## config.mk

```make
export PLATFORM = sky130hd
export DESIGN_NAME = serial_adder_harness
export DESIGN_NICKNAME = d
export VERILOG_FILES = /design/src/rtl/serial_adder_harness.sv
export SDC_FILE = /design/constraint.sdc
export NUM_CORES = 1
export LEC_CHECK = 0
export CAP_MARGIN = 20
export CORE_ASPECT_RATIO = 0.8
export CORE_UTILIZATION = 45
export DETAILED_ROUTE_END_ITERATION = 10
export GPL_ROUTABILITY_DRIVEN = 0
export PLACE_DENSITY = 0.6
export RECOVER_POWER = 100
export SETUP_SLACK_MARGIN = 0.02
export SYNTH_ARGS = -nofsm -noshare
export SYNTH_HDL_FRONTEND = slang
export SYNTH_SLANG_ARGS = --single-unit
```

## constraint.sdc

```tcl
create_clock -name clk -period 32.9 [get_ports clk]
set_input_delay 6.58 -clock clk [delete_from_list [all_inputs] [get_ports clk]]
set_output_delay 6.58 -clock clk [all_outputs]
set_load 0.01 [all_outputs]
```

## src/rtl/serial_adder_harness.sv

```systemverilog
// Serial-load / serial-drain timing harness around a selectable 64-bit adder core.
// Optional subtraction mode (a + ~b + 1) is enabled by defining ADDER_HARNESS_SUB_EN.
module serial_adder_harness #(
    parameter int unsigned ADDER_TYPE      = 4,
    parameter int unsigned WIDTH           = 64,
    parameter int unsigned LANES           = 1,
    parameter int unsigned CSA_BLOCK_WIDTH = 16
) (
    input  logic             clk,
    input  logic             rst_n,
    input  logic             start_in,
    input  logic             cin_in,
`ifdef ADDER_HARNESS_SUB_EN
    input  logic             sub_in,
`endif
    input  logic             in_valid,
    output logic             in_ready,
    input  logic [LANES-1:0] a_in,
    input  logic [LANES-1:0] b_in,
    output logic [WIDTH-1:0] sum_out,
    output logic             cout_out,
    output logic             done_out,
    output logic             busy_out,
    output logic             out_valid,
    input  logic             out_ready,
    output logic [LANES-1:0] sum_ser,
    output logic             out_last
);

    localparam int unsigned BEATS = WIDTH / LANES;
    localparam int unsigned CNT_W = (BEATS > 1) ? $clog2(BEATS) : 1;

    if (ADDER_TYPE > 5) begin : g_bad_type
        $error("serial_adder_harness: ADDER_TYPE must be 0..5");
    end
    if (ADDER_TYPE < 5 && WIDTH != 64) begin : g_bad_width
        $error("serial_adder_harness: structural adder cores require WIDTH=64");
    end
    if (WIDTH % LANES != 0) begin : g_bad_lanes
        $error("serial_adder_harness: WIDTH must be a multiple of LANES");
    end
    if (ADDER_TYPE == 1 && WIDTH % CSA_BLOCK_WIDTH != 0) begin : g_bad_csa
        $error("serial_adder_harness: WIDTH must be a multiple of CSA_BLOCK_WIDTH");
    end

    typedef enum logic [1:0] {StIdle, StLoad, StCompute, StDrain} state_e;

    state_e             r_state;
    logic [WIDTH-1:0]   r_a;
    logic [WIDTH-1:0]   r_b;
    logic               r_cin;
    logic [CNT_W-1:0]   r_cnt;
    logic [WIDTH-1:0]   r_core_sum;
    logic               r_core_cout;
    logic               r_pending;
    logic [WIDTH-1:0]   r_sum_out;
    logic               r_cout_out;
    logic               r_done;
    logic               r_out_valid;
    logic               r_out_last;

    logic [WIDTH-1:0]       w_core_sum;
    logic                   w_core_cout;
    logic [LANES-1:0]       w_b_lane;
    logic                   w_cin_eff;
    logic [WIDTH+LANES-1:0] w_a_cat;
    logic [WIDTH+LANES-1:0] w_b_cat;
    logic [CNT_W-1:0]       w_cnt_inc;

`ifdef ADDER_HARNESS_SUB_EN
    logic r_sub;
    // B is inverted as it is shifted in, so the core always sees a plain addition.
    assign w_b_lane  = b_in ^ {LANES{r_sub}};
    assign w_cin_eff = sub_in | cin_in;
`else
    assign w_b_lane  = b_in;
    assign w_cin_eff = cin_in;
`endif

    assign w_a_cat   = {a_in, r_a};
    assign w_b_cat   = {w_b_lane, r_b};
    assign w_cnt_inc = r_cnt + 1'b1;

    // Adder cores: purely combinational between the operand and result registers.
    if (ADDER_TYPE == 0) begin : g_rca
        logic w_c;
        always_comb begin
            w_core_sum = '0;
            w_c        = r_cin;
            for (int i = 0; i < WIDTH; i++) begin
                w_core_sum[i] = r_a[i] ^ r_b[i] ^ w_c;
                w_c           = (r_a[i] & r_b[i]) | (w_c & (r_a[i] ^ r_b[i]));
            end
            w_core_cout = w_c;
        end
    end else if (ADDER_TYPE == 1) begin : g_csel
        localparam int unsigned BW = CSA_BLOCK_WIDTH;
        logic        w_c;
        logic [BW:0] w_s0;
        logic [BW:0] w_s1;
        always_comb begin
            w_core_sum = '0;
            w_c        = r_cin;
            w_s0       = '0;
            w_s1       = '0;
            for (int k = 0; k < int'(WIDTH / BW); k++) begin
                w_s0 = {1'b0, r_a[k*BW +: BW]} + {1'b0, r_b[k*BW +: BW]};
                w_s1 = {1'b0, r_a[k*BW +: BW]} + {1'b0, r_b[k*BW +: BW]} + (BW+1)'(1);
                w_core_sum[k*BW +: BW] = w_c ? w_s1[BW-1:0] : w_s0[BW-1:0];
                w_c                    = w_c ? w_s1[BW] : w_s0[BW];
            end
            w_core_cout = w_c;
        end
    end else if (ADDER_TYPE == 2) begin : g_ling
        // Ling pseudo-carry: h[i+1] = g[i] | t[i-1]&h[i]; real carry c[i] = t[i-1]&h[i].
        logic w_h;
        logic w_tp;
        logic w_ci;
        always_comb begin
            w_core_sum = '0;
            w_h        = r_cin;
            w_tp       = 1'b1;
            w_ci       = 1'b0;
            for (int i = 0; i < WIDTH; i++) begin
                w_ci          = w_tp & w_h;
                w_core_sum[i] = r_a[i] ^ r_b[i] ^ w_ci;
                w_h           = (r_a[i] & r_b[i]) | (w_tp & w_h);
                w_tp          = r_a[i] | r_b[i];
            end
            w_core_cout = w_tp & w_h;
        end
    end else if (ADDER_TYPE == 3) begin : g_cla
        // Kogge-Stone prefix with carry-in folded into bit 0.
        logic [WIDTH-1:0] w_p;
        logic [WIDTH-1:0] w_g;
        logic [WIDTH-1:0] w_pp;
        logic [WIDTH-1:0] w_gn;
        logic [WIDTH-1:0] w_pn;
        always_comb begin
            w_p    = r_a ^ r_b;
            w_g    = r_a & r_b;
            w_pp   = w_p;
            w_g[0] = w_g[0] | (w_p[0] & r_cin);
            w_gn   = '0;
            w_pn   = '0;
            for (int d = 1; d < WIDTH; d = d * 2) begin
                w_gn = w_g;
                w_pn = w_pp;
                for (int i = d; i < WIDTH; i++) begin
                    w_gn[i] = w_g[i] | (w_pp[i] & w_g[i-d]);
                    w_pn[i] = w_pp[i] & w_pp[i-d];
                end
                w_g  = w_gn;
                w_pp = w_pn;
            end
            w_core_sum  = w_p ^ {w_g[WIDTH-2:0], r_cin};
            w_core_cout = w_g[WIDTH-1];
        end
    end else if (ADDER_TYPE == 4) begin : g_cskip
        localparam int unsigned SW = 4;
        logic w_c;
        logic w_cb;
        logic w_pall;
        always_comb begin
            w_core_sum = '0;
            w_c        = r_cin;
            w_cb       = 1'b0;
            w_pall     = 1'b0;
            for (int k = 0; k < int'(WIDTH / SW); k++) begin
                w_cb   = w_c;
                w_pall = 1'b1;
                for (int j = 0; j < int'(SW); j++) begin
                    w_core_sum[k*SW+j] = r_a[k*SW+j] ^ r_b[k*SW+j] ^ w_cb;
                    w_cb   = (r_a[k*SW+j] & r_b[k*SW+j]) | ((r_a[k*SW+j] ^ r_b[k*SW+j]) & w_cb);
                    w_pall = w_pall & (r_a[k*SW+j] ^ r_b[k*SW+j]);
                end
                w_c = w_pall ? w_c : w_cb;
            end
            w_core_cout = w_c;
        end
    end else begin : g_behav
        assign {w_core_cout, w_core_sum} = {1'b0, r_a} + {1'b0, r_b} + {{WIDTH{1'b0}}, r_cin};
    end

    always_ff @(posedge clk or negedge rst_n) begin
        if (!rst_n) begin
            r_state     <= StIdle;
            r_a         <= '0;
            r_b         <= '0;
            r_cin       <= 1'b0;
            r_cnt       <= '0;
            r_core_sum  <= '0;
            r_core_cout <= 1'b0;
            r_pending   <= 1'b0;
            r_sum_out   <= '0;
            r_cout_out  <= 1'b0;
            r_done      <= 1'b0;
            r_out_valid <= 1'b0;
            r_out_last  <= 1'b0;
`ifdef ADDER_HARNESS_SUB_EN
            r_sub       <= 1'b0;
`endif
        end else begin
            r_done <= 1'b0;
            if (start_in && r_state != StCompute) begin
                r_state     <= StLoad;
                r_a         <= '0;
                r_b         <= '0;
                r_cnt       <= '0;
                r_cin       <= w_cin_eff;
                r_pending   <= 1'b0;
                r_out_valid <= 1'b0;
                r_out_last  <= 1'b0;
`ifdef ADDER_HARNESS_SUB_EN
                r_sub       <= sub_in;
`endif
            end else begin
                unique case (r_state)
                    StIdle: begin
                    end
                    StLoad: begin
                        if (in_valid) begin
                            r_a <= w_a_cat[WIDTH+LANES-1:LANES];
                            r_b <= w_b_cat[WIDTH+LANES-1:LANES];
                            if (r_cnt == CNT_W'(BEATS - 1)) begin
                                r_cnt   <= '0;
                                r_state <= StCompute;
                            end else begin
                                r_cnt <= w_cnt_inc;
                            end
                        end
                    end
                    StCompute: begin
                        r_core_sum  <= w_core_sum;
                        r_core_cout <= w_core_cout;
                        r_pending   <= 1'b1;
                        r_cnt       <= '0;
                        r_state     <= StDrain;
                    end
                    StDrain: begin
                        if (r_pending) begin
                            r_pending   <= 1'b0;
                            r_sum_out   <= r_core_sum;
                            r_cout_out  <= r_core_cout;
                            r_done      <= 1'b1;
                            r_out_valid <= 1'b1;
                            r_out_last  <= (BEATS == 1);
                        end else if (r_out_valid && out_ready) begin
                            if (r_out_last) begin
                                r_out_valid <= 1'b0;
                                r_out_last  <= 1'b0;
                                r_state     <= StIdle;
                            end else begin
                                r_cnt      <= w_cnt_inc;
                                r_out_last <= (w_cnt_inc == CNT_W'(BEATS - 1));
                            end
                        end
                    end
                    default: r_state <= StIdle;
                endcase
            end
        end
    end

    assign in_ready  = (r_state == StLoad);
    assign busy_out  = (r_state != StIdle);
    assign sum_out   = r_sum_out;
    assign cout_out  = r_cout_out;
    assign done_out  = r_done;
    assign out_valid = r_out_valid;
    assign out_last  = r_out_last;
    assign sum_ser   = r_out_valid ? r_sum_out[r_cnt*LANES +: LANES] : '0;

endmodule

```

==> impl_metrics.ini <==
[clock_tree]
root_buffer_cell = sky130_fd_sc_hd__clkbuf_16
tritoncts = done
cts_setup_buffers = 0
cts-root-to-sink-buffers = 3
htree_levels = 1
holdBufCountCts = 0
worst_skew_pair.late_latency_ns = 0.54
cts_inserted_buffers = 28
postCtsResizedCells = 0
tritoncts_num_sinks = 271
worst_setup_hold_path_clk_slew_ns = 0.06

[timing]
fmaxAchievable_ghz = 0.0338
setup_viol_count_final = 0
finalWorstPathRequiredPeriod_ns = 29.58
worst_pin_slew_ns = 6.43
post-route-period-util = 0.899
worst_clock_skew_ns = 0.0110
finalWorstSetupSlack_ns = 3.32
timing.hold.ws_ns = 0.498
unrepaired_setup_endpoints_after_global_routing = false
totalNegativeSetupSlack_ns = 0
maxSlewHeadroom = -3.28
final-hold-violation-count = 0
slew_violations = 562

[synth]
synth_seq_cells = 271
synthesis.nets = 1299
synth-warning-count = 0
synth_ff_type = sky130_fd_sc_hd__dfrtp_1
synth_enable_flop_cells = 0
seq_area_frac_synth = 0.501
area_fraction_of_the_dominant_cell_type_after_synthesis = 0.501
yosys_cell_types = 39
async_reset_ff_frac = 1.00
synth_area_leaders = sky130_fd_sc_hd__dfrtp_1, sky130_fd_sc_hd__mux2_2, sky130_fd_sc_hd__fa_1
synthDominantAreaCellType = sky130_fd_sc_hd__dfrtp_1
synthesis.instances = 1157
post_synth_instance_area_um2 = 13500
avgSynthCellArea_um2 = 11.7

[layout]
final_cell_mix = sky130_fd_sc_hd__nand2_1, sky130_fd_sc_hd__dfrtp_1, sky130_fd_sc_hd__a21oi_1, sky130_fd_sc_hd__mux2_2, sky130_fd_sc_hd__dlygate4sd3_1
final_common_cell = sky130_fd_sc_hd__nand2_1
area_delta_synth_final_pct = 14.7
nNetsFinal = 1354
nFillCells = 2584
final_util = 0.527
num_antenna_cells = 0
layout-drive-gt1-share = 0.162
multi_input_area_um2 = 6420
final_cell_count_no_fill = 1608
area.sequential_um2 = 6780

[drt]
drtIter0Drc = 497
ant_nets = 0
drcViolationCount = 0
route.detailed.vias_per_inst = 5.28
drt-wirelength-per-cell_um = 17.6
first_pass_iteration_count_of_the_detailed_router = 5
drt_wl_total_um = 28400
vias = 8496

[setup_path]
cp_data_arrival_time_ns = 30.00
worst_path_max_delay_cell = sky130_fd_sc_hd__fa_1
critical-path-top-cell-by-count = sky130_fd_sc_hd__fa_1
crit_fanout = 4
critPathMaxStageDelay_ns = 0.45
crit_path_class = flop to flop
setup.worst_path.start_class = flop
worst_setup_path_end_kind = flop
r2r_setup_slack_ns = 3.32
required_worst_endpoint_ns = 33.32

[hold_path]
holdCritPathClass = flop to flop

[power]
worst_ir_drop_vdd_v = 0.0000544
power_per_cell_area_nw_per_um2 = 53.6
leakagePower_uw = 0.00775

[run_status]
status = finished with violations
violations = capacitance limit, slew limit

[floorplan]
standard_cell_rows = 56
core_area_um2 = 29400
dieHeight_um = 157
start_util = 0.460
die_x_um = 196
design.die.area_um2 = 30800
io-pin-count = 79

[placed_design]
dp_slack_ns = 3.57
hpwl_um = 18200
port-buffer-count = 78
post-place-cells = 1557

[grt]
globalRouteTotalUtil = 0.194
grt_start_max_net_pins = 123
via_count_of_the_first_global_routing_pass = 8592
grt_overflow = 0
wire_length_of_the_first_global_routing_pass_um = 47500
grt_antenna_before_repair = 0

[run]
cap_viol_max_count = 9
## cell usage after synthesis (4+ instances only)
cell and n:
sky130_fd_sc_hd__buf_1 10, sky130_fd_sc_hd__nor2_1 18, sky130_fd_sc_hd__mux4_2 21, sky130_fd_sc_hd__dfrtp_1 271
sky130_fd_sc_hd__fa_1 64, sky130_fd_sc_hd__nand2_1 281, sky130_fd_sc_hd__ha_1 70, sky130_fd_sc_hd__inv_1 22
sky130_fd_sc_hd__o21ai_1 12, sky130_fd_sc_hd__clkbuf_1 51, sky130_fd_sc_hd__and4_1 4, sky130_fd_sc_hd__nand3_1 4
sky130_fd_sc_hd__a21oi_1 140, sky130_fd_sc_hd__nand4_1 12, sky130_fd_sc_hd__o21ai_0 8, sky130_fd_sc_hd__mux2_2 129
sky130_fd_sc_hd__mux2i_1 4, sky130_fd_sc_hd__nor2b_1 4
## area by class of cell
class                      count  area share
clock buffer                  43      0.0547
clock inverter                 6     0.00516
inverter                      22     0.00532
multi-input combinational    800       0.414
sequential                   271       0.437
tap                          377      0.0304
timing repair buffer          89      0.0533
## through the flow
stage               power, µW  area, µm²
floorplan                 467      13500
global placement          523      14600
detailed placement        524      14600
CTS                       848      15600
global route              872      15500
finish                    831      15500
## registers in the layout, summed over array words and instances (netlist names)
signal,cells
r_core_cout,1
out_valid,1
r_a,64
r_b,64
sum_out,64
r_state,2
r_cin,1
out_last,1
done_out,1
r_pending,1
cout_out,1
r_core_sum,64
r_cnt,6
## critical path: cells and delay by family (launching register included)
kind	cells	cell delay [ns]
multiplexers	3	0.73
AND/OR/NAND/NOR	18	2.04
adder cells (fa/ha/maj)	64	24.74
AO/OA/AOI/OAI	9	1.07
flip-flops	1	0.40
buffers and inverters	6	0.49
## routing by layer
| layer | track usage | share of wire | up-vias |
|---|---|---|---|
| met5 | 0 | 0 | - |
| met4 | 0.0350 | 0.016 | 0 |
| met3 | 0.0379 | 0.047 | 32 |
| met2 | 0.302 | 0.46 | 146 |
| met1 | 0.284 | 0.47 | 4321 |
| li1 | - | - | 3997 |
## power breakdown
group / switching, µW / internal, µW / leakage, µW / total, µW
registers: 13.3 / 343 / 0.00377 / 356
logic: 106 / 49.7 / 0.00352 / 156
clock network: 128 / 192 / 0.000460 / 319
total: 247 / 584 / 0.00775 / 831
## cells by family after synthesis
kind of cell             synth area share
AND/OR/NAND/NOR                     0.101
flip-flops                          0.501
AO/OA/AOI/OAI                      0.0664
multiplexers                        0.145
adder cells (fa/ha/maj)             0.159
buffers and inverters              0.0243
XOR/XNOR                          0.00194
## worst paths after layout
| path | from | end | depth (start not counted) |
|---|---|---|---|
| worst min-delay path | r_core_sum[25] | sum_out[25] | 1 |
| worst max-delay path | r_a[0] | r_core_sum[63] | 100 |
| min in group asynchronous | rst_n | done_out | 1 |
| worst min register to register | r_core_sum[25] | sum_out[25] | 1 |
| worst max register to register | r_a[0] | r_core_sum[63] | 100 |
| max in group asynchronous | rst_n | r_a[38] | 3 |
(Power assumes the default switching activity.)
==> edit 1: new RTL, config.mk and constraints unchanged <==
Add a define of `ADDER_HARNESS_SUB_EN`.
--- a/src/rtl/serial_adder_harness.sv
+++ b/src/rtl/serial_adder_harness.sv
@@ -1,4 +1,6 @@
 // Serial-load / serial-drain timing harness around a selectable 64-bit adder core.
 // Optional subtraction mode (a + ~b + 1) is enabled by defining ADDER_HARNESS_SUB_EN.
+`define ADDER_HARNESS_SUB_EN
+
 module serial_adder_harness #(
     parameter int unsigned ADDER_TYPE      = 4,
Interface: changed (added sub_in); port bits go from 79 to 80. The function was not compared with the original's and may differ.
==> edit 1 against the unedited design <==
The flow still finishes with violations (max-capacitance violations, max-slew violations); combinational power fell by 3%; maximum frequency barely moved; non-clock buffer count fell by 1; sequential cell count rose by 1; highest routed layer unchanged; count of clock-buffer cells in the layout fell by 4; routed wire length fell by 0.33%; total power fell by 1.1%; synthesized area rose by 0.19%; cell area barely moved; cell count fell by 0.37%; worst setup slack improved by 0.019 ns.
==> edit 1: results (changes against the unedited design) <==
* First-pass GRT wire length at 47800 um (+0.68%)
* Crit path DAT at 29.98 ns (-0.02 ns)
* Sequential power at 0.362 mW (+2%)
* Post-DP HPWL at 18300 um (+0.30%)
* Port bufs at 79 (+1.3%)
* Met3 Usage GRT at 2.98% (-0.81 points)
* WL met3 at 1050 um (-21%)
* Flop-to-flop setup slack at 3.34 ns (+0.02 ns)
* Switching Share at 30.8% (+1.1 points)
* Pin count of the biggest net entering global routing at 183 (+49%)
* Post-CTS Setup Bufs at 0 (unchanged)
* Worst Reg-to-Reg Cells at 97 (-3.0%)
* Max_slew headroom at -520% (-190 points)
* Setup CP Type: reg2reg
* Violated checks: max-capacitance violations, max-slew violations
* Leak Pwr at 7.81 nW (+0.81%)
* Routed vias at 8524 (+0.33%)
* Clock buffer depth at 3 (unchanged)
* Busiest grt layer: met1
* Yosys cell types at 47 (+21%)
* Outcome: complete, but fails checks
* Skew final at 0.0120 ns (+0.000982 ns)
* Avg Cell Area, Syn at 11.8 um^2 (+0.80%)
* Setup WS pre-CTS at 3.67 ns (+0.109 ns)
* CTS-repair resized insts at 0 (unchanged)
* Clk Tree Root Cell: clkbuf_16
* Top post-synthesis cells by count: 275 x nand2_1, 272 x dfrtp_1, 136 x a21oi_1
* Post-synthesis sequential area ratio at 50.2% (+0.087 points)
* Ys async rst share at 100% (unchanged)
* Initial DRC Count at 559 (+12%)
* Vias in the first global route at 8638 (+0.54%)
* Drt total wl at 28300 um (-0.33%)
* CTS buffer count at 28 (unchanged)
* Reg clk slew, reported paths at 0.07 ns
* Post-DR wirelength/cell at 17.6 um (about the same)
* Filler instances at 2627 (+1.7%)
* Slew Viols, Final at 528 (-6.0%)
* Critical path fanouts, max at 3 (-1)
* H-tree levels at 1 (unchanged)
* GR Util met1 at 30.4% (+2.1 points)
* Power share of the clock group at 37.4% (-1.0 points)
* Placed insts at 1551 (-0.39%)
* Placed instance area at 0.0147 mm^2 (+0.35%)
* Synth area leaders: dfrtp_1 50%, fa_1 9.5%, mux2_1 7.7%
* Layout cell share with drive strength beyond 1 at 9.07% (-7.1 points)
* Detail Route Antenna Nets at 0 (unchanged)
* Switching power at 0.253 mW (+2.4%)
* WL met1 at 14600 um (+8.3%)
* R2r endpoint: r_core_sum[63]
* GRT Total Usage at 19.5% (+0.12 points)
* GR Util met2 at 28.7% (-1.6 points)
* Met2 WL at 12200 um (-7.2%)
* VDD IR max at 0.0000402 V (-26%)
* MaxCap Viol Count at 7 (-2)
* Slowest stage delay, CP at 0.46 ns
* Syn_nets at 1293 (-0.46%)
* Initial antenna violation count at 2 (+2)
## edit 1: cell types whose count changed after synthesis, moves of 2 or more
| cell | delta |
|---|---|
| nor2_1 | +2 |
| inv_1 | -6 |
| a21oi_1 | -4 |
| o31ai_1 | +2 |
| nand2_1 | -6 |
| mux2_1 | +93 |
| or2_2 | -2 |
| mux2_2 | -94 |
## edit 1: kinds of logic after synthesis
logic type / count (synthesis) / synth area share, %
and+or+nand+nor: 332 / 10.0
DFF: 272 / 50.2
AOI/OAI and AO/OA: 176 / 6.98
muxes: 153 / 14.5
adders and majority gates: 134 / 15.9
buffers and inverters: 81 / 2.27
xor gates and xnor gates: 2 / 0.129
## edit 1: how the worst min path moves through the flow
| stage | end | cells after the start | slack [ns] | from |
|---|---|---|---|---|
| after floorplan | cout_out | 1 | 0.45 | r_core_cout |
| after global placement | sum_out[33] | 1 | 0.46 | r_core_sum[33] |
| after detailed placement | sum_out[59] | 1 | 0.47 | r_core_sum[59] |
| after CTS | sum_out[42] | 1 | 0.48 | r_core_sum[42] |
| after global routing | r_core_sum[55] | 1 | 0.50 | r_core_sum[55] |
| final | sum_out[42] | 1 | 0.48 | r_core_sum[42] |
## edit 1: area by class of cell
class                      count  area, um^2  share of cell area (%)
antenna                        1        2.50                  0.0161
clock buffer                  39         833                    5.37
clock inverter                11        58.8                   0.379
inverter                      17        63.8                   0.411
multi-input combinational    797        6440                    41.5
sequential                   272        6810                    43.9
tap                          377         472                    3.04
timing repair buffer          88         830                    5.35
## edit 1: worst max-delay path: cells and delay by family, from the launching register on
family          cells  cell delay, ns
simple gates       16            1.71
flops               1            0.40
buf+inv             4            0.28
compound gates     10            1.45
mux                 3            0.89
fa+ha+maj          64           24.71
==> edit 2: new RTL, config.mk and constraints unchanged <==
Made on the original files. The 4 states of `state_e` get a one-hot encoding in 4 bits.
--- a/src/rtl/serial_adder_harness.sv
+++ b/src/rtl/serial_adder_harness.sv
@@ -44,5 +44,5 @@
     end
 
-    typedef enum logic [1:0] {StIdle, StLoad, StCompute, StDrain} state_e;
+    typedef enum logic [3:0] {StIdle = 4'b0001, StLoad = 4'b0010, StCompute = 4'b0100, StDrain = 4'b1000} state_e;
 
     state_e             r_state;
Behaviour: same outputs for any inputs over 4 cycles, from zero or initial values and one cycle with rst_n low; so few cycles prove little.
==> edit 2 against the unedited design <==
The run still ends with max-capacitance violations, max-slew violations left; clock skew up 0.014 ns; global-route usage up 1.1 points; count of clock-buffer cells in the layout down 2; synthesized area up 0.71%; cell area up 0.92%; clock power up 7.2%; total power down 2.6%; synthesized cell count up 11%; sequential cell count up 2; worst setup slack worse by 0.69 ns; first-iteration DRC count up 29%; routed wire length up 6.9%; critical endpoint unchanged.
==> edit 2: results (changes against the unedited design) <==
* Pin count of the biggest net entering global routing at 133 (+8.1%)
* Vias in the first global route at 9018 (+5.0%)
* Placed instance area at 0.0147 mm^2 (+0.43%)
* Critical path fanouts, max at 3 (-1)
* Clock-cell share at 6.36% (+0.38 points)
* #MultiIn Comb at 923 (+15%)
* Final worst path period share at 92.0% (+2.1 points)
* Violated checks: max-capacitance violations, max-slew violations
* Slew Viols, Final at 572 (+1.8%)
* GR Util met2 at 29.6% (-0.66 points)
* Synth area leaders: dfrtp_1 50%, nand2_1 13%, fa_1 9.4%
* WL met1 at 15700 um (+17%)
* Setup WS pre-CTS at 3.03 ns (-0.537 ns)
* First-pass GRT wire length at 50200 um (+5.7%)
* CTS buffer count at 29 (+3.6%)
* MaxCap Viol Count at 9 (unchanged)
* Fraction of area in registers at 43.6% (-0.071 points)
* Clock Buffer Count at 41 (-4.7%)
* Non-Clock Buffer Count at 88 (-1.1%)
* Post-synthesis sequential area ratio at 50.2% (about the same)
* Met2 WL at 12700 um (-3.4%)
* Slowest stage delay, CP at 0.42 ns (-0.03 ns)
* Post-DP HPWL at 19600 um (+7.4%)
* Layout area overhead at 14.9%
* Invs w/o clock at 12 (-45%)
* Top post-synthesis cells by count: 473 x nand2_1, 272 x dfrtp_1, 134 x a21oi_1
* Worst Reg-to-Reg Cells at 99 (-1.0%)
* Switching Share at 29.5% (-0.19 points)
* Syn_nets at 1419 (+9.2%)
* Met3 Usage GRT at 3.43% (-0.36 points)
* Drt total wl at 30300 um (+6.9%)
* Post-DR wirelength/cell at 17.3 um (-2.1%)
* Nets@finish at 1465 (+8.2%)
* Outcome: complete, but fails checks
* VDD IR max at 0.0000560 V (+2.9%)
* GRT Total Usage at 20.5% (+1.1 points)
* Yosys reg bits at 273 (+0.74%)
* Power share of the clock group at 42.2% (+3.8 points)
* Skew final at 0.0245 ns (+0.0135 ns)
edit 2: cell types whose count changed in the layout (fill, tap and decap cells not counted), sizes merged, moves of 4 or more:
cell,delta
a21oi,-5
clkbuf,-4
ha,-4
inv,-9
mux2,-61
mux2i,-4
nand2,+192
nor2,-5
o21ai,-6
edit 2: worst min path at each step:
stage,startpoint,end,slack (ns),cells after the start
6_report,r_core_sum[31],r_core_sum[31],0.47,2
5_1_grt,r_core_sum[55],r_core_sum[55],0.49,2
4_1_cts,r_core_sum[31],r_core_sum[31],0.47,2
3_5_place_dp,r_core_sum[3],r_core_sum[3],0.46,2
3_3_place_gp,r_core_sum[17],r_core_sum[17],0.45,2
2_1_floorplan,r_core_sum[10],r_core_sum[10],0.44,2
edit 2: cells by family after synthesis:
group	after synthesis	share of synthesized area [%]
flops	273	50.2
simple gates	531	15.8
xor+xnor	3	0.193
buf+inv	85	2.57
mux	89	9.09
compound gates	170	6.76
fa+ha+maj	130	15.5
